`src/rtl/led_cube_scan_scheduler.sv`:
```
// Refresh scheduler for an 8x8x8 LED cube: loads eight row latches per layer from
// the frame buffer, then lights the layer with brightness-scaled PWM.
module led_cube_scan_scheduler #(
   parameter int LAYER_TIME   = 2048,
   parameter int LATCH_PULSE  = 2,
   parameter int BLANK_CYCLES = 4
) (
   input  logic       clk,
   input  logic       rst,
   input  logic       enable,
   input  logic [3:0] brightness,
   input  logic       swap_req,
   output logic       fb_rd_en,
   output logic [5:0] fb_rd_addr,
   input  logic [7:0] fb_rd_data,
   output logic       buf_sel,
   output logic [7:0] Layers_out,
   output logic [7:0] Latches_out,
   output logic [7:0] Data_out,
   output logic       frame_done,
   output logic       swap_done,
   output logic       busy
);

   localparam int CW = $clog2(LAYER_TIME + 1);

   localparam logic [CW-1:0] SHOW_LAST  = CW'(LAYER_TIME - 1);
   localparam logic [CW-1:0] BLANK_LAST = CW'(BLANK_CYCLES - 1);
   localparam logic [CW-1:0] LATCH_LAST = CW'(LATCH_PULSE - 1);
   localparam logic [CW-1:0] PWM_STEP   = CW'(LAYER_TIME / 16);

   typedef enum logic [2:0] {
      IDLE,
      BLANK,
      LOAD_RD,
      LOAD_SETUP,
      LOAD_LATCH,
      LOAD_HOLD,
      SHOW
   } state_t;

   state_t        state;
   logic [2:0]    layer;
   logic [2:0]    row;
   logic [CW-1:0] cnt;
   logic [CW-1:0] on_time;
   logic          swap_pending;

   logic [CW-1:0] cnt_inc;
   logic [CW-1:0] on_entry;
   logic [7:0]    layer_oh;
   logic [7:0]    row_oh;

   assign cnt_inc  = cnt + CW'(1);
   assign on_entry = CW'(brightness) * PWM_STEP;
   assign layer_oh = 8'd1 << layer;
   assign row_oh   = 8'd1 << row;

   // Every output is a register loaded on the transition into the state that
   // owns it, so the pins never see decode glitches.
   always_ff @(posedge clk) begin
      if (rst) begin
         state        <= IDLE;
         layer        <= '0;
         row          <= '0;
         cnt          <= '0;
         on_time      <= '0;
         swap_pending <= 1'b0;
         buf_sel      <= 1'b0;
         fb_rd_en     <= 1'b0;
         fb_rd_addr   <= '0;
         Layers_out   <= '0;
         Latches_out  <= '0;
         Data_out     <= '0;
         frame_done   <= 1'b0;
         swap_done    <= 1'b0;
         busy         <= 1'b0;
      end else begin
         frame_done <= 1'b0;
         swap_done  <= 1'b0;
         fb_rd_en   <= 1'b0;
         fb_rd_addr <= '0;
         if (swap_req) swap_pending <= 1'b1;

         if (!enable) begin
            state       <= IDLE;
            layer       <= '0;
            row         <= '0;
            cnt         <= '0;
            Layers_out  <= '0;
            Latches_out <= '0;
            Data_out    <= '0;
            busy        <= 1'b0;
         end else begin
            unique case (state)
               IDLE: begin
                  state <= BLANK;
                  layer <= '0;
                  row   <= '0;
                  cnt   <= '0;
                  busy  <= 1'b1;
               end

               BLANK: begin
                  if (cnt == BLANK_LAST) begin
                     state      <= LOAD_RD;
                     row        <= '0;
                     cnt        <= '0;
                     fb_rd_en   <= 1'b1;
                     fb_rd_addr <= {layer, 3'd0};
                  end else begin
                     cnt <= cnt_inc;
                  end
               end

               LOAD_RD: state <= LOAD_SETUP;

               LOAD_SETUP: begin
                  state       <= LOAD_LATCH;
                  Data_out    <= fb_rd_data;
                  Latches_out <= row_oh;
                  cnt         <= '0;
               end

               LOAD_LATCH: begin
                  if (cnt == LATCH_LAST) begin
                     state       <= LOAD_HOLD;
                     Latches_out <= '0;
                  end else begin
                     cnt <= cnt_inc;
                  end
               end

               LOAD_HOLD: begin
                  if (row == 3'd7) begin
                     // Brightness is captured once here so mid-slot changes wait a slot.
                     state      <= SHOW;
                     cnt        <= '0;
                     on_time    <= on_entry;
                     Layers_out <= (on_entry != '0) ? layer_oh : 8'd0;
                  end else begin
                     state      <= LOAD_RD;
                     row        <= row + 3'd1;
                     fb_rd_en   <= 1'b1;
                     fb_rd_addr <= {layer, row + 3'd1};
                  end
               end

               SHOW: begin
                  if (cnt == SHOW_LAST) begin
                     state      <= BLANK;
                     cnt        <= '0;
                     layer      <= layer + 3'd1;
                     Layers_out <= '0;
                     if (layer == 3'd7) begin
                        frame_done <= 1'b1;
                        if (swap_pending || swap_req) begin
                           buf_sel      <= ~buf_sel;
                           swap_done    <= 1'b1;
                           swap_pending <= 1'b0;
                        end
                     end
                  end else begin
                     cnt        <= cnt_inc;
                     Layers_out <= (cnt_inc < on_time) ? layer_oh : 8'd0;
                  end
               end

               default: state <= IDLE;
            endcase
         end
      end
   end

endmodule

```
`config.mk`:
```
export PLATFORM = sky130hd
export DESIGN_NAME = led_cube_scan_scheduler
export DESIGN_NICKNAME = d
export VERILOG_FILES = /design/src/rtl/led_cube_scan_scheduler.sv
export SDC_FILE = /design/constraint.sdc
export NUM_CORES = 1
export LEC_CHECK = 0
export ABC_AREA = 1
export CAP_MARGIN = 20
export CORE_UTILIZATION = 40
export DETAILED_ROUTE_END_ITERATION = 16
export PLACE_DENSITY = 0.61
export SLEW_MARGIN = 20
export SYNTH_ARGS = -nofsm -noshare
export SYNTH_HDL_FRONTEND = slang
export SYNTH_SLANG_ARGS = --single-unit
```
`constraint.sdc`:
```
create_clock -name clk -period 2 [get_ports clk]
set_clock_uncertainty 0.05 [all_clocks]
set_input_delay 0.2 -clock clk [delete_from_list [all_inputs] [get_ports clk]]
set_output_delay 0.2 -clock clk [all_outputs]
set_load 0.02 [all_outputs]
```
# [Yosys cells after proc, flatten, opt, wreduce, memory -nomap -nowiden]
# Index checks and enable logic that the tools add are counted.
[totals] ff_bits=61 latch_bits=0 ram_bits=0 romBits=0 input_bits=16 output_inout_bits=35 n_memories=0
[op_classes] n_addsub=3 n_mul=0 div_mod_pow=0 magnitude_cmp=1 n_eq_ne=17 shift=2 muxes=36 bitwise=5 n_reduce_logical=20
[ops] cell="case mux 12 bit (5 select lines)" count=1
[ops] cell="two-way mux 12 bit" count=4
[ops] cell="two-way mux 8 bit" count=5
[ops] cell="case mux 8 bit (2 select lines)" count=2
[ops] cell="two-way mux 3 bit" count=7
[ops] cell="case mux 3 bit (7 select lines)" count=1
[ops] cell="<< shifter 1 x 3 -> 8 bit (first input constant)" count=2
[ops] cell="equality test 3 bit (second input constant)" count=5
[ops] cell="adder 12 x 1 -> 12 bit (second input constant)" count=1
[ops] cell="equality test 12 x 1 -> 1 bit (second input constant)" count=1
[ops] cell="equality test 12 x 11 -> 1 bit (second input constant)" count=1
[ops] cell="equality test 12 x 2 -> 1 bit (second input constant)" count=1
[ops] cell="less-than comparator 12 x 11 -> 1 bit" count=1
[ops] cell="two-way mux 6 bit" count=2
[ops] cell="inequality test 2 bit (second input constant)" count=6
[ops] cell="case mux 6 bit (2 select lines)" count=1
[ops] cell="AND reduction 3 bit" count=4
[ops] cell="nonzero test 12 bit" count=1
[ops] cell="two-way mux 1 bit" count=10
[ops] cell="case mux 3 bit (3 select lines)" count=1
[ops] cell="adder 3 x 1 -> 3 bit (second input constant)" count=2
[ops] cell="equality test 3 x 2 -> 1 bit (second input constant)" count=2
[ops] cell="case mux 3 bit (2 select lines)" count=1
[ops] cell="AND reduction 2 bit" count=3
[ops] cell="other kinds (12)" count=19

# [Depth between registers and ports, before layout]
# Gate-level depths: netlist (run 1).
[depth] ltp_word=6 mapped_depth=16

# [Worst setup path after synthesis (run 1)]
# OpenSTA, ideal clock, no wires.
[synth_path] kind="flip-flop to flip-flop" start="register cnt[1]" end="register Layers_out[2]" arrival_time_ns=1.856 required_ns=1.880 path_slack_ns=0.023 stages_incl_launch_ff=15 n_path_buf=0 synth_period_minus_slack_ns=1.977 path_cell_list="dfxtp_1 ha_1 nand2_1 inv_1 nand2_1 nor3_1 xor2_1 inv_1 ha_1 nand3b_1 nor2_1 nand2_1 nand2_2 nand2_1 a21oi_1"
[synth_via] elab_chain_cells=5
[synth_rtl] item="from (decl)" line="45" text="logic [CW-1:0] cnt;"
[synth_rtl] item="from (signal assigned)" line="112" text="cnt <= cnt_inc;"
[synth_rtl] item="from (signal assigned)" line="130" text="cnt <= cnt_inc;"
[synth_rtl] item="from (signal assigned)" line="164" text="cnt <= cnt_inc;"
[synth_rtl] item="adder 12 x 1 -> 12 bit" line="54" text="assign cnt_inc = cnt + CW'(1);"
[synth_rtl] item="less-than comparator 12 x 11 -> 1 bit" line="165" text="Layers_out <= (cnt_inc < on_time) ? layer_oh : 8'd0;"
[synth_rtl] item="two-way mux 8 bit" line="165"
[synth_rtl] item="two-way mux 8 bit (*)" line="150" text="if (cnt == SHOW_LAST) begin"
[synth_rtl] item="case mux 8 bit (2 select lines) (*)" line="95" text="unique case (state)"
[synth_rtl] item="to (signal assigned)" line="140" text="Layers_out <= (on_entry != '0) ? layer_oh : 8'd0;"
[synth_rtl] item="to (signal assigned)" line="165"
[synth_rtl] item="to (decl)" line="17" text="output logic [7:0] Layers_out,"
# Mark *: on every way between the ends. The rest lies on a longest branch, timed or not.
# A chain may end at the register's enable or synchronous reset.

# [Final worst setup path (run 1)]
[layout_path] start="register cnt[0]" end="register Layers_out[4]"
# The elaborated chain is that of the path after synthesis.

==> results.py, run 1 <==
metrics = {
    "clocking": {
        "cts_sinks": 61,
        "htree_levels": 3,
        "clockBufferDepth": 2,
        "postCtsHoldBufs": 0,
        "insertion_delay_ns": 0.34,
        "cts_buffers": 9,
        "cts_tree": "done",
        "clockRootBuffer": "clkbuf_8",
        "clkTransAtPathRegs_ns": 0.07,
    },
    "power_and_ir_drop": {
        "vdd_ir_drop_max_mv": 0.4407,
        "p_leak_nw": 1.696,
        "power_density_mw_per_mm2": 654.0,
    },
    "synth": {
        "synth_area_leader_cell": "dfxtp_1",
        "ys_top_cells_by_area": "dfxtp_1 41%, nand2_1 7.9%, ha_1 7.1%",
        "synth-seq-area-share_pct": 40.84,
        "ys_types": 31,
        "syn_inst": 404,
        "ys_seq_elements": 61,
        "synth_nets": 437,
        "yosysWarnings": 0,
        "syn_area_per_cell_sq_um": 7.402,
        "synth_top_area_share_pct": 40.84,
        "syn_area_sq_mm": 0.002990,
    },
    "hold_path": {
        "hold_path_class": "input port to flip-flop",
        "worstHoldStart": "brightness[2]",
    },
    "timing": {
        "finalHoldViolCount": 0,
        "finalSetupViolCount": 8,
        "fin_ws_ns": -0.04245,
        "post-route-period-util_pct": 102.1,
        "worstMarginPinSlew_ns": 0.6285,
        "fmax_mhz": 489.6,
        "setup_tns_ns": -0.1869,
        "drv_slew": 0,
        "grt_setup_unrepaired": "yes",
        "relSlewSlack_pct": 57.55,
        "period_needed_ns": 2.042,
    },
    "route": {
        "drt_iter0_markers": 86,
        "vias": 2785,
        "first_pass_iters": 4,
        "wirelength_um": 7406,
        "wire_per_inst_um": 12.60,
        "final_antenna_net_count": 0,
        "vias_per_cell": 4.736,
        "drc": 0,
    },
    "global_route": {
        "antenna_found_initial": 0,
        "grtUsageMet2_pct": 33.01,
        "grt_use_met3_pct": 4.198,
        "grt_max_degree": 25,
        "grt_use_total_pct": 19.73,
        "grt_pass1_wl_um": 11940,
        "grt-busiest-layer": "met2",
        "grt_overflow": 0,
        "grt_pass1_vias": 2603,
        "grt_use_met1_pct": 24.64,
    },
    "layout": {
        "instances_no_fill": 588,
        "antenna_cells": 0,
        "drive_above_1_share_pct": 21.06,
        "design_area_sq_mm": 0.004120,
        "fin_nets": 517,
        "fill_cells": 718,
        "syn2layout_area_growth_pct": 37.78,
    },
    "floorplan": {
        "dieArea_sq_mm": 0.007826,
        "start_util_pct": 41.23,
        "ios": 51,
        "die_h_um": 88.47,
        "rows": 31,
        "fp.coreArea_sq_mm": 0.007253,
        "die_w_um": 88.47,
    },
    "run_status": {
        "violations": "setup timing",
        "status": "finished with violations",
    },
    "setup_path": {
        "required_ns": 2.23,
        "critPathKind": "flip-flop to flip-flop",
        "worstSetupStartpoint": "cnt[0]$_SDFFE_PP0P_",
        "cp_common_cell": "nand2_4",
        "rr_startpoint": "cnt[0]$_SDFFE_PP0P_",
        "worstSetupEndpointType": "flip-flop",
        "path_max_fanout": 8,
        "cpPeakStageDelay_ns": 0.37,
        "cp-start-kind": "flip-flop",
        "crit_slowest_cell": "dfxtp_2",
        "crit_chain": "ha_4, nand2_4, inv_4, nand2_4, nor3_4, xor2_1, inv_1, ha_2, nand3b_1, nor2_1, nand2_1, nand2_4, nand2_1, a21oi_1",
        "crit_arrival_ns": 2.27,
    },
    "job": {
        "cap_violations": 0,
    },
    "placed_design": {
        "dp_cells": 567,
        "io_buffers": 50,
        "gp_congestion": 0.8218,
        "place_area_sq_mm": 0.003726,
        "hpwl_um": 5275,
    },
}
-- synth_stat cells --
| library cell | count |
|---|---|
| a211oi_1 | 1 |
| nor3_1 | 13 |
| buf_2 | 1 |
| nand3b_1 | 2 |
| a21oi_1 | 32 |
| o21ai_0 | 25 |
| nand2_2 | 8 |
| a31oi_1 | 2 |
| clkinv_1 | 1 |
| nand3_4 | 1 |
| nand2_4 | 1 |
| nor2_2 | 5 |
| nor3_4 | 1 |
| nand4_1 | 7 |
| clkbuf_1 | 4 |
| a41oi_1 | 1 |
| nor2_4 | 2 |
| nand3_1 | 18 |
| nor2_1 | 56 |
| buf_6 | 3 |
| dfxtp_1 | 61 |
| xor2_1 | 7 |
| nand3_2 | 1 |
| o41ai_1 | 1 |
| nand2_1 | 63 |
| inv_1 | 50 |
| ha_1 | 17 |
| o21ai_1 | 8 |
| nand4_2 | 2 |
| a21oi_2 | 1 |
| inv_2 | 9 |
-- critical path: cells and delay by family, from the launching register on --
family / cells / cell delay, ns
compound gates: 1 / 0.13
buf+inv: 2 / 0.13
fa+ha+maj: 2 / 0.33
flops: 1 / 0.37
xor+xnor: 1 / 0.17
simple gates: 8 / 0.81
-- where the power goes --
group / leakage (nW) / total (mW) / internal (mW) / switching, mW
Sequential: 0.496 / 1.24 / 1.22 / 0.0120
Clock: 0.112 / 1.25 / 0.733 / 0.514
Combinational: 1.09 / 0.211 / 0.0862 / 0.124
Total: 1.70 / 2.69 / 2.04 / 0.651
-- cell families (layout without fill, tap and decap cells) --
family,after synthesis,count (layout),share of synthesized area [%]
and+or+nand+nor,180,180,28.24
buffers and inverters,68,153,9.330
DFF,61,61,40.84
xor gates and xnor gates,7,7,2.050
AOI/OAI and AO/OA,71,71,12.43
adders and majority gates,17,17,7.113
-- final timing paths --
path,to,slack [ns],cells after the start
setup / recovery,Layers_out[4]$_SDFFE_PP0P_,-0.04,14
setup reg to reg,Layers_out[4]$_SDFFE_PP0P_,-0.04,14
hold reg to reg,busy$_SDFFE_PP0P_,0.40,2
hold / removal,on_time[9]$_SDFFE_PP0P_,0.38,3
-- flip-flops by register name, summed over array words and instances, names as in the netlist --
name,cells
cnt,12
Data_out,8
Latches_out,8
Layers_out,8
fb_rd_addr,6
on_time,4
layer,3
row,3
state,3
buf_sel,1
busy,1
fb_rd_en,1
frame_done,1
swap_done,1
swap_pending,1
-- layout by cell type (no fill, tap or decap), drive strengths merged --
master,instances
a211oi,1
a21oi,33
a31oi,2
a41oi,1
buf,27
bufinv,2
clkbuf,10
clkdlybuf4s50,50
clkinv,4
clkinvlp,1
dfxtp,61
ha,17
inv,59
nand2,72
nand3,20
nand3b,2
nand4,9
nor2,63
nor3,14
o21ai,33
o41ai,1
xor2,7
-- cell type report --
class / instances / area [sq um] / area share (%)
clock buffer: 10 / 137.6 / 3.340
inverter: 60 / 230.2 / 5.588
multi-input combinational: 275 / 1605 / 38.96
clock inverter: 6 / 86.33 / 2.095
timing repair buffer: 77 / 703.2 / 17.07
sequential: 61 / 1234 / 29.94
tap: 99 / 123.9 / 3.006
-- metal layers --
layer / wire length (um) / vias to the layer above
li1: - / 1456
met1: 3387 / 1261
met2: 3591 / 51
met3: 251 / 17
met4: 175 / 0
met5: 0 / -
-- per-stage QoR --
step | power (mW) | setup WS (ns) | utilization, % | hold slack, ns
CTS | 2.712 | -0.07554 | 55.13 | 0.3794
detailed placement | 1.469 | -0.1494 | 51.37 | 0.3919
global route | 2.810 | -0.1983 | 56.81 | 0.4021
global placement | 1.467 | -0.07247 | 51.37 | 0.3882
finish | 2.695 | -0.04245 | 56.81 | 0.3808
floorplan | 1.395 | 0.02302 | - | 0.2224
-- what timing repair did --
action	CTS	global route
gates resized for setup	17	24
pin swaps	12	16
setup buffers	0	5
endpoints found under the setup margin	8	9
Note: power is estimated with default switching activity, not from simulation.
==> inputs of run 2 (changes only) <==
- CORE_ASPECT_RATIO: default -> 1.2
- SLEW_MARGIN: 20 -> 5
==> results.py, run 2 (synthesis results as in run 1) <==
metrics = {
    "placed_design": {
        "gp_congestion": 0.8630,
        "hpwl_um": 5218,
        "place_ws_ns": -0.1618,
        "io_buffers": 50,
    },
    "timing": {
        "period_needed_ns": 2.018,
        "setup_tns_ns": -0.03406,
        "drv_slew": 0,
        "fmax_mhz": 495.5,
        "fin_ws_ns": -0.01805,
        "worstMarginPinSlew_ns": 0.5830,
        "finalSetupViolCount": 4,
        "grt_setup_unrepaired": "yes",
        "finalHoldViolCount": 0,
        "post-route-period-util_pct": 100.9,
        "relSlewSlack_pct": 60.62,
    },
    "floorplan": {
        "dieArea_sq_mm": 0.007827,
        "ios": 51,
        "fp.coreArea_sq_mm": 0.007232,
        "rows": 34,
        "die_w_um": 80.93,
        "die_h_um": 96.72,
        "start_util_pct": 41.35,
    },
    "layout": {
        "largest_reg_flops": 12,
        "regMostFlops": "cnt",
        "antenna_cells": 0,
        "layout_common_cells": "55 x nand2_1, 54 x dfxtp_1, 53 x nor2_1",
        "syn2layout_area_growth_pct": 34.31,
        "fin_nets": 513,
        "drive_above_1_share_pct": 19.79,
        "layout_commonest_cell": "nand2_1",
    },
    "route": {
        "wire_per_inst_um": 12.37,
        "vias": 2763,
        "final_antenna_net_count": 0,
        "first_pass_iters": 4,
        "wirelength_um": 7112,
        "drc": 0,
        "drt_iter0_markers": 117,
        "vias_per_cell": 4.805,
    },
    "power_and_ir_drop": {
        "sw_frac_of_total_pct": 26.77,
        "p_switching_uw": 641.2,
        "pwr-share-seq_pct": 51.7,
        "combinationalPowerShare_pct": 8.9,
        "power_density_mw_per_mm2": 596.3,
        "p_leak_nw": 1.639,
        "vdd_ir_drop_max_mv": 0.5582,
        "clock_power_share_pct": 39.4,
        "p_int_mw": 1.754,
    },
    "global_route": {
        "grt_max_degree": 21,
        "grt_use_total_pct": 20.12,
        "grt_overflow": 0,
        "grtUsageMet2_pct": 32.51,
        "grt_pass1_wl_um": 12230,
        "grt_pass1_vias": 2797,
        "grt-busiest-layer": "met2",
        "antenna_found_initial": 0,
        "grt_use_met3_pct": 5.189,
        "grt_use_met1_pct": 24.38,
    },
    "clocking": {
        "cts_tree": "done",
        "insertion_delay_ns": 0.34,
        "htree_levels": 3,
        "clockBufferDepth": 2,
        "cts_buffers": 9,
        "clkTransAtPathRegs_ns": 0.07,
        "cts_sinks": 61,
        "clockRootBuffer": "clkbuf_8",
        "postCtsHoldBufs": 0,
    },
    "hold_path": {
        "hold_path_class": "input port to flip-flop",
        "worstHoldStart": "brightness[1]",
    },
    "job": {
        "cap_violations": 0,
    },
    "run_status": {
        "status": "finished with violations",
        "violations": "setup timing",
    },
    "setup_path": {
        "crit_arrival_ns": 2.24,
        "worstSetupStartpoint": "cnt[0]$_SDFFE_PP0P_",
        "cp-start-kind": "flip-flop",
        "path_max_fanout": 8,
        "worstSetupEndpointType": "flip-flop",
        "rr_startpoint": "cnt[0]$_SDFFE_PP0P_",
        "required_ns": 2.22,
        "critPathKind": "flip-flop to flip-flop",
    },
}
## run 2: cell types whose count changed in the layout (fill, tap and decap cells not counted), moves of 2 or more
cell	before	now
a21oi_2	6	4
buf_4	27	22
bufinv_16	2	0
clkinv_2	2	4
clkinvlp_4	1	3
inv_2	8	10
inv_4	2	0
## run 2: final timing paths
| check | end | cells past startpoint | slack [ns] |
|---|---|---|---|
| hold reg to reg | busy$_SDFFE_PP0P_ | 2 | 0.40 |
| setup / recovery | Layers_out[4]$_SDFFE_PP0P_ | 14 | -0.02 |
| setup reg to reg | Layers_out[4]$_SDFFE_PP0P_ | 14 | -0.02 |
| hold / removal | on_time[8]$_SDFFE_PP0P_ | 3 | 0.40 |
## run 2: layout make-up
| class | count | area, sq um |
|---|---|---|
| inverter | 60 | 225.2 |
| multi-input combinational | 275 | 1592 |
| fill | 728 | 3216 |
| clock buffer | 9 | 123.9 |
| sequential | 61 | 1235 |
| tap | 90 | 112.6 |
| clock inverter | 7 | 42.54 |
| timing repair buffer | 73 | 685.7 |
## run 2: worst max-delay path, stage by stage (launching register included)
cell	delay, ns
dfxtp_4	0.37
ha_4	0.14
nand2_2	0.06
inv_2	0.06
nand2_2	0.09
nor3_4	0.14
xor2_1	0.16
inv_1	0.07
ha_1	0.17
nand3b_1	0.15
nor2_1	0.11
nand2_2	0.08
nand2_4	0.11
nand2_1	0.08
a21oi_2	0.11
## run 2: through the flow
| stage | utilization [%] | cell area (sq um) | power (mW) | hold WS [ns] | instances |
|---|---|---|---|---|---|
| floorplan | - | 2990 | 1.395 | 0.2224 | 404 |
| global route | 55.54 | 4016 | 2.505 | 0.4087 | 575 |
| detailed placement | 51.23 | 3705 | 1.470 | 0.3968 | 555 |
| finish | 55.54 | 4016 | 2.395 | 0.3974 | 575 |
| global placement | 51.23 | 3705 | 1.467 | 0.3906 | 555 |
| CTS | 54.45 | 3938 | 2.423 | 0.3791 | 574 |
## run 2: repair_timing
item                       in CTS  in global routing
gates resized for setup        14                 22
setup endpoints to repair       8                 13
pin swaps                       4                  5
setup buffers                   3                  1
## run 2: routing by layer
metal | up-vias | share of wire (%)
met1 | 1282 | 46
met2 | 25 | 50
li1 | 1446 | -
met3 | 10 | 2.6
met5 | - | 0
met4 | 0 | 1.7
## run 2: power by group through the flow
| stage | Sequential (mW) | Combinational [mW] | Clock [mW] |
|---|---|---|---|
| after CTS | 1.24 | 0.209 | 0.975 |
| final | 1.24 | 0.212 | 0.944 |
| after detailed placement | 1.27 | 0.204 | 0 |
| after global placement | 1.27 | 0.201 | 0 |
| after floorplan | 1.27 | 0.127 | 0 |
| after global routing | 1.24 | 0.239 | 1.03 |
==> inputs of run 3 (changes only) <==
- CORE_ASPECT_RATIO: 1.2 -> 0.9
==> results.py, run 3 (synthesis results as in run 1) <==
metrics = {
    "run_status": {
        "status": "finished with violations",
        "violations": "setup timing",
    },
    "floorplan": {
        "dieArea_sq_mm": 0.007826,
        "start_util_pct": 41.83,
        "rows": 29,
        "fp.coreArea_sq_mm": 0.007148,
        "die_h_um": 84.03,
        "ios": 51,
        "die_w_um": 93.14,
    },
    "timing": {
        "period_needed_ns": 2.026,
        "finalSetupViolCount": 8,
        "post-route-period-util_pct": 101.3,
        "grt_setup_unrepaired": "yes",
        "whs_ns": 0.3879,
        "worstMarginPinSlew_ns": 0.8022,
        "fmax_mhz": 493.5,
        "finalHoldViolCount": 0,
        "drv_slew": 0,
        "fin_ws_ns": -0.02630,
        "relSlewSlack_pct": 46.46,
    },
    "power_and_ir_drop": {
        "sw_frac_of_total_pct": 23.32,
        "clock_power_share_pct": 43.0,
        "total_power_mw": 2.529,
        "vdd_ir_drop_max_mv": 0.5165,
        "p_int_mw": 1.939,
        "pwr-share-seq_pct": 49.0,
        "p_switching_uw": 589.7,
        "p_leak_nw": 1.630,
        "combinationalPowerShare_pct": 8.0,
        "power_density_mw_per_mm2": 627.3,
    },
    "setup_path": {
        "rr_worst_depth": 15,
        "crit_arrival_ns": 2.24,
        "cp_common_cell": "nand2_1",
        "rr_startpoint": "cnt[4]$_SDFFE_PP0P_",
        "cpPeakStageDelay_ns": 0.33,
        "crit_slowest_cell": "dfxtp_2",
        "crit_chain": "nand2_2, nor2_4, nand2_2, nor2_2, xor2_1, ha_1, nand2_1, inv_1, nand2_1, nand2_1, nand2_1, nand2_2, nand2_4, nand2_1, a21oi_2",
        "cp-start-kind": "flip-flop",
        "critPathKind": "flip-flop to flip-flop",
        "worstReg2RegEnd": "Layers_out[0]$_SDFFE_PP0P_",
        "r2r_slack_ns": -0.03,
        "worstSetupEndpointType": "flip-flop",
        "path_max_fanout": 8,
        "required_ns": 2.21,
    },
    "clocking": {
        "clkTransAtPathRegs_ns": 0.06,
        "insertion_delay_ns": 0.33,
        "clockRootBuffer": "clkbuf_8",
        "cts_sinks": 61,
        "htree_levels": 3,
        "postCtsHoldBufs": 0,
        "clockBufferDepth": 2,
        "cts_tree": "done",
        "cts_buffers": 9,
    },
    "global_route": {
        "grt_overflow": 0,
        "grt_pass1_vias": 2575,
        "grt_use_total_pct": 19.34,
        "grt_max_degree": 25,
        "grt_pass1_wl_um": 11850,
        "antenna_found_initial": 0,
    },
    "layout": {
        "antenna_cells": 0,
        "design_area_sq_mm": 0.004031,
        "layout_commonest_cell": "nand2_1",
        "regMostFlops": "cnt",
        "fill_cells": 682,
        "fin_nets": 512,
        "largest_reg_flops": 12,
        "syn2layout_area_growth_pct": 34.81,
        "drive_above_1_share_pct": 19.67,
        "layout_common_cells": "55 x nand2_1, 54 x dfxtp_1, 52 x nor2_1",
    },
    "route": {
        "drc": 0,
        "top_layer": "met4",
        "wire_per_inst_um": 12.00,
        "met2_length_um": 3133,
        "final_antenna_net_count": 0,
        "drt_iter0_markers": 82,
        "wl_met3_um": 315,
        "vias": 2783,
        "wirelength_um": 6912,
        "first_pass_iters": 4,
        "met1_length_um": 3369,
        "vias_per_cell": 4.832,
    },
    "job": {
        "cap_violations": 0,
    },
    "hold_path": {
        "hold_path_class": "input port to flip-flop",
        "whs_path_depth": 3,
        "holdPathEnd": "on_time[8]$_SDFFE_PP0P_",
        "worstHoldStart": "brightness[1]",
    },
    "placed_design": {
        "io_buffers": 50,
        "place_ws_ns": -0.1310,
        "gp_congestion": 0.8905,
        "hpwl_um": 5127,
        "place_area_sq_mm": 0.003674,
    },
}
==> run 3: power by group through the flow <==
stage | combinational (mW) | sequential, mW | clock (mW)
floorplan | 0.127 | 1.27 | 0
global placement | 0.198 | 1.27 | 0
detailed placement | 0.197 | 1.27 | 0
CTS | 0.199 | 1.24 | 1.12
global route | 0.231 | 1.24 | 1.16
finish | 0.203 | 1.24 | 1.09
==> run 3: how the worst max path moves through the flow <==
stage | from | end | slack, ns | cells after the start
CTS | cnt[6]$_SDFFE_PP0P_ | Layers_out[3]$_SDFFE_PP0P_ | -0.01 | 15
finish | cnt[4]$_SDFFE_PP0P_ | Layers_out[0]$_SDFFE_PP0P_ | -0.03 | 15
global placement | cnt[3]$_SDFFE_PP0P_ | Layers_out[6]$_SDFFE_PP0P_ | -0.07 | 15
floorplan | cnt[1]$_SDFFE_PP0P_ | Layers_out[2]$_SDFFE_PP0P_ | 0.02 | 14
detailed placement | cnt[3]$_SDFFE_PP0P_ | Layers_out[1]$_SDFFE_PP0P_ | -0.13 | 15
global route | cnt[4]$_SDFFE_PP0P_ | Layers_out[5]$_SDFFE_PP0P_ | -0.17 | 15
==> run 3: cell type report <==
| class | instances | area, sq um | area share [%] |
|---|---|---|---|
| Clock buffer | 11 | 151.4 | 3.755 |
| Clock inverter | 4 | 47.55 | 1.179 |
| Tap cell | 93 | 116.4 | 2.886 |
| Multi-Input combinational cell | 275 | 1588 | 39.39 |
| Inverter | 60 | 225.2 | 5.587 |
| Sequential cell | 61 | 1237 | 30.70 |
| Timing Repair Buffer | 72 | 665.6 | 16.51 |
==> run 3: layer usage <==
metal	up-vias	track usage, %
met5	-	0
met4	0	6.294
met3	8	5.647
met2	53	30.75
met1	1269	25.01
li1	1453	-
==> run 3: worst max-delay path: cells and delay by family (launching register included) <==
kind                       cells  cell delay, ns
AOI/OAI and AO/OA              1            0.11
xor gates and xnor gates       1            0.21
adders and majority gates      1            0.28
and+or+nand+nor               11            0.92
buffers and inverters          1            0.03
DFF                            1            0.33
==> run 3: what timing repair did <==
| action | 4_1_cts | 5_1_grt |
|---|---|---|
| setup buffers | 3 | 3 |
| endpoints found under the setup margin | 8 | 10 |
| endpoints found under the hold margin | 0 | 0 |
| gates resized for setup | 23 | 13 |
| gates cloned | 0 | 0 |
| pin swaps | 9 | 8 |
==> run 3: metrics by stage <==
stage | cells | util [%] | setup TNS, ns
global placement | 555 | 51.39 | -0.5117
detailed placement | 555 | 51.39 | -0.9867
floorplan | 404 | - | 0
CTS | 573 | 55.45 | -0.01887
global route | 576 | 56.40 | -1.315
finish | 576 | 56.40 | -0.1346
==> edit 1 (flow settings as in run 2) <==
The 7 states of `state_t` get a one-hot encoding in 7 bits.
--- a/src/rtl/led_cube_scan_scheduler.sv
+++ b/src/rtl/led_cube_scan_scheduler.sv
@@ -29,14 +29,14 @@
    localparam logic [CW-1:0] LATCH_LAST = CW'(LATCH_PULSE - 1);
    localparam logic [CW-1:0] PWM_STEP   = CW'(LAYER_TIME / 16);
 
-   typedef enum logic [2:0] {
-      IDLE,
-      BLANK,
-      LOAD_RD,
-      LOAD_SETUP,
-      LOAD_LATCH,
-      LOAD_HOLD,
-      SHOW
+   typedef enum logic [6:0] {
+      IDLE       = 7'b0000001,
+      BLANK      = 7'b0000010,
+      LOAD_RD    = 7'b0000100,
+      LOAD_SETUP = 7'b0001000,
+      LOAD_LATCH = 7'b0010000,
+      LOAD_HOLD  = 7'b0100000,
+      SHOW       = 7'b1000000
    } state_t;
 
    state_t        state;
Formal check against the unedited RTL: same outputs for any inputs over 10 cycles, from zero or initial values and one cycle with rst high; not proved beyond that.
==> edit 1 against run 2 <==
Global-route usage shrank 0.33 points. Power grew 18%. Synthesized cell count grew 15%. Non-clock buffer count grew 3. Routed wire length grew 13%. Setup slack gained 0.029 ns. Highest routed layer unchanged. Cell area grew 11%. Sequential cell count grew 4. Synthesized area grew 11%. Critical endpoint is now Layers_out[3]$_SDFFE_PP0P_.
==> edit 1: results (changes against run 2) <==
- Max IR drop VDD: 0.000449 V (-20%)
- Comb pwr: 0.148 mW (-30%)
- Met3 WL: 323 um (+72%)
- Met1 Usage GRT: 0.233 (-0.0107)
- FF+latch area: 1320 um^2 (+6.5%)
- Vias in the first global route: 2949 (+5.4%)
- Internal power: 2.19 mW (+25%)
- Tcrit/Tclk final: 0.995 (-0.0144)
- Via density: 4.84 (+0.66%)
- Compound-Gate Fraction of Synth Area: 0.115 (-0.00896)
- Wl on met1: 3.53 mm (+8.3%)
- First-pass GRT wire length: 13.6 mm (+11%)
- Met2 Resource Use GR: 0.352 (+0.0266)
- Nets: 577 (+12%)
- Multi-input combinational gate total: 334 (+21%)
- Non-clock buffers, area share: 0.156 (-0.0143)
- Status: completed
- ClkCell Share: 0.0543 (+0.0129)
- LEAKAGE: 1.91 nW (+17%)
- Post-Synthesis Cell Area: 3310 um^2 (+11%)
- Setup crit end: Layers_out[3]$_SDFFE_PP0P_
- GRT Overall Usage: 0.198 (-0.00335)
- Non-clk invs: 58 (-3.3%)
- Synth cell types: 34 (+9.7%)
- Initial DRC Count: 133 (+14%)
- FF+latch count: 65 (+6.6%)
- Synth Area in Adders: 0.0643 (-0.00686)
- Xor/xnor cell area share of the yosys netlist: 0.00529 (-0.0152)
- Synthesized instance count: 465 (+15%)
- GR Util met3: 0.0399 (-0.0120)
- Setup Slack @ Placement: -0.0679 ns (+0.0939 ns)
- Gpl congestion: 0.847 (-1.8%)
- Buffers, non-clock: 76 (+4.1%)
- Post-Place Cells: 624 (+12%)
- CLK BUF: 10 (+1)
- Final Routed Wirelength: 8.06 mm (+13%)
- Worst Tran Pin Value: 0.275 ns (-0.308 ns)
- Largest net degree at the start of global routing: 19 (-9.5%)
- R2R depth: 13 (-1)
- Most instantiated cells after synthesis: 91 x nand2_1, 87 x nor2_1, 65 x dfxtp_1
-- edit 1: changes by cell type in the layout (fill, tap and decap cells not counted), sizes merged, moves of 4 or more --
cell and delta:
a21oi +7, clkinv -4, dfxtp +4, nand2 +30
nand3 +9, nand4 -7, nor2 +35, nor3 -7
xor2 -6
-- edit 1: worst max-delay path: stages, from the launching register on --
cell and delay [ns]:
dfxtp_4 0.36, ha_4 0.16, nand2_2 0.07, inv_2 0.05
nand2_4 0.08, o21bai_1 0.06, o21ai_1 0.07, inv_1 0.08
ha_1 0.20, a21oi_2 0.15, o21bai_2 0.10, nor2_4 0.24
nand3_1 0.11, a21oi_1 0.13
-- edit 1: through the flow --
stage / area, um^2 / setup TNS, ns
final: 4450 / 0
after global routing: 4450 / -1.00
after CTS: 4330 / -0.191
after detailed placement: 4050 / -0.372
after global placement: 4050 / 0
after floorplan: 3310 / 0
-- edit 1: timing repair --
action                                  CTS  global route
endpoints found under the setup margin    8             8
pin swaps                                10             9
resized for setup                        13            26
hold buffers                              0             0
buffers inserted                          1             3
==> edit 2 (config.mk and constraints of run 2) <==
Made on the original files. `LAYER_TIME`: 2048 -> 1024.
--- a/src/rtl/led_cube_scan_scheduler.sv
+++ b/src/rtl/led_cube_scan_scheduler.sv
@@ -1,7 +1,7 @@
 // Refresh scheduler for an 8x8x8 LED cube: loads eight row latches per layer from
 // the frame buffer, then lights the layer with brightness-scaled PWM.
 module led_cube_scan_scheduler #(
-   parameter int LAYER_TIME   = 2048,
+   parameter int LAYER_TIME   = 1024,
    parameter int LATCH_PULSE  = 2,
    parameter int BLANK_CYCLES = 4
 ) (
Behaviour: no difference found for any inputs over 10 cycles, from zero or initial values and one cycle with rst high; that may be too few to reach the edited logic, so the function may still have changed.
==> edit 2 against run 2 <==
Sequential cell count down 1. Die area rose by 0.33%. Routed wire length up 3.5%. Cell area increased by 2.5%. Critical path depth down 4. Synthesized area up 0.33%. Non-clock buffer count grew 8. Power increased by 3.9%. Global-route usage decreased by 0.48 points. Setup slack better by 0.034 ns. Largest cell class unchanged. Largest power group unchanged. Highest routed layer unchanged.
==> edit 2: results (changes against run 2) <==
- Status: completed
- Placed Area: 3770 um^2 (+1.9%)
- Switching fraction of total power: 0.256 (-0.0118)
- Share of post-route cells with drive strength above 1: 0.175 (-0.0228)
- Top cells by area, synth: dfxtp_1 40%, nand2_1 10%, ha_1 7.1%
- Largest net degree at the start of global routing: 25 (+19%)
- Nets: 542 (+5.7%)
- Gpl congestion: 0.851 (-1.4%)
- Met1 Usage GRT: 0.245 (+0.00119)
- LEAKAGE: 1.72 nW (+4.8%)
- FF+latch count: 60 (-1.6%)
- Via Count: 2974 (+7.6%)
- R2r setup slk: 0.02 ns (+0.03 ns)
- Buffers, non-clock: 81 (+11%)
- Synth cell types: 28 (-9.7%)
- ClkCell Share: 0.0465 (+0.00509)
- Sequential portion of the cell area: 0.294 (-0.0135)
- Xor/xnor cell area share of the yosys netlist: 0.00876 (-0.0117)
- WP data arrival: 2.22 ns (-0.02 ns)
- Met2 WL post-DR: 3.47 mm (-2.0%)
- GRT Overall Usage: 0.196 (-0.00479)
- Worst reg2reg path startpoint: cnt[1]$_SDFFE_PP0P_
- Reg2reg end: Layers_out[1]$_SDFFE_PP0P_
- GR Util met3: 0.0594 (+0.00755)
- Register area share after synthesis: 0.400 (-0.00803)
- Initial DRC Count: 120 (+2.6%)
- Setup crit end: Layers_out[1]$_SDFFE_PP0P_
- Post-Place Cells: 583 (+5.0%)
-- edit 2: cell count changes after synthesis, sizes merged, moves of 4 or more --
| cell | before | now |
|---|---|---|
| a21oi | 33 | 42 |
| inv | 59 | 55 |
| nand2 | 72 | 86 |
| nand3 | 20 | 36 |
| nor2 | 63 | 58 |
| o21ai | 33 | 37 |
| xor2 | 7 | 3 |
-- edit 2: metrics by stage --
step | total power, mW | utilization | setup slack, ns
final | 2.49 | 0.566 | 0.0162
after global routing | 2.59 | 0.566 | -0.106
after CTS | 2.52 | 0.554 | -0.00986
after detailed placement | 1.45 | 0.519 | -0.189
after global placement | 1.44 | 0.519 | -0.0996
after floorplan | 1.36 | - | 0.0305
-- edit 2: power groups by stage --
stage,clock [mW],combinational (mW),sequential (mW)
global placement,0,0.197,1.25
detailed placement,0,0.198,1.25
floorplan,0,0.118,1.25
global route,1.15,0.221,1.22
finish,1.07,0.199,1.22
CTS,1.10,0.199,1.22
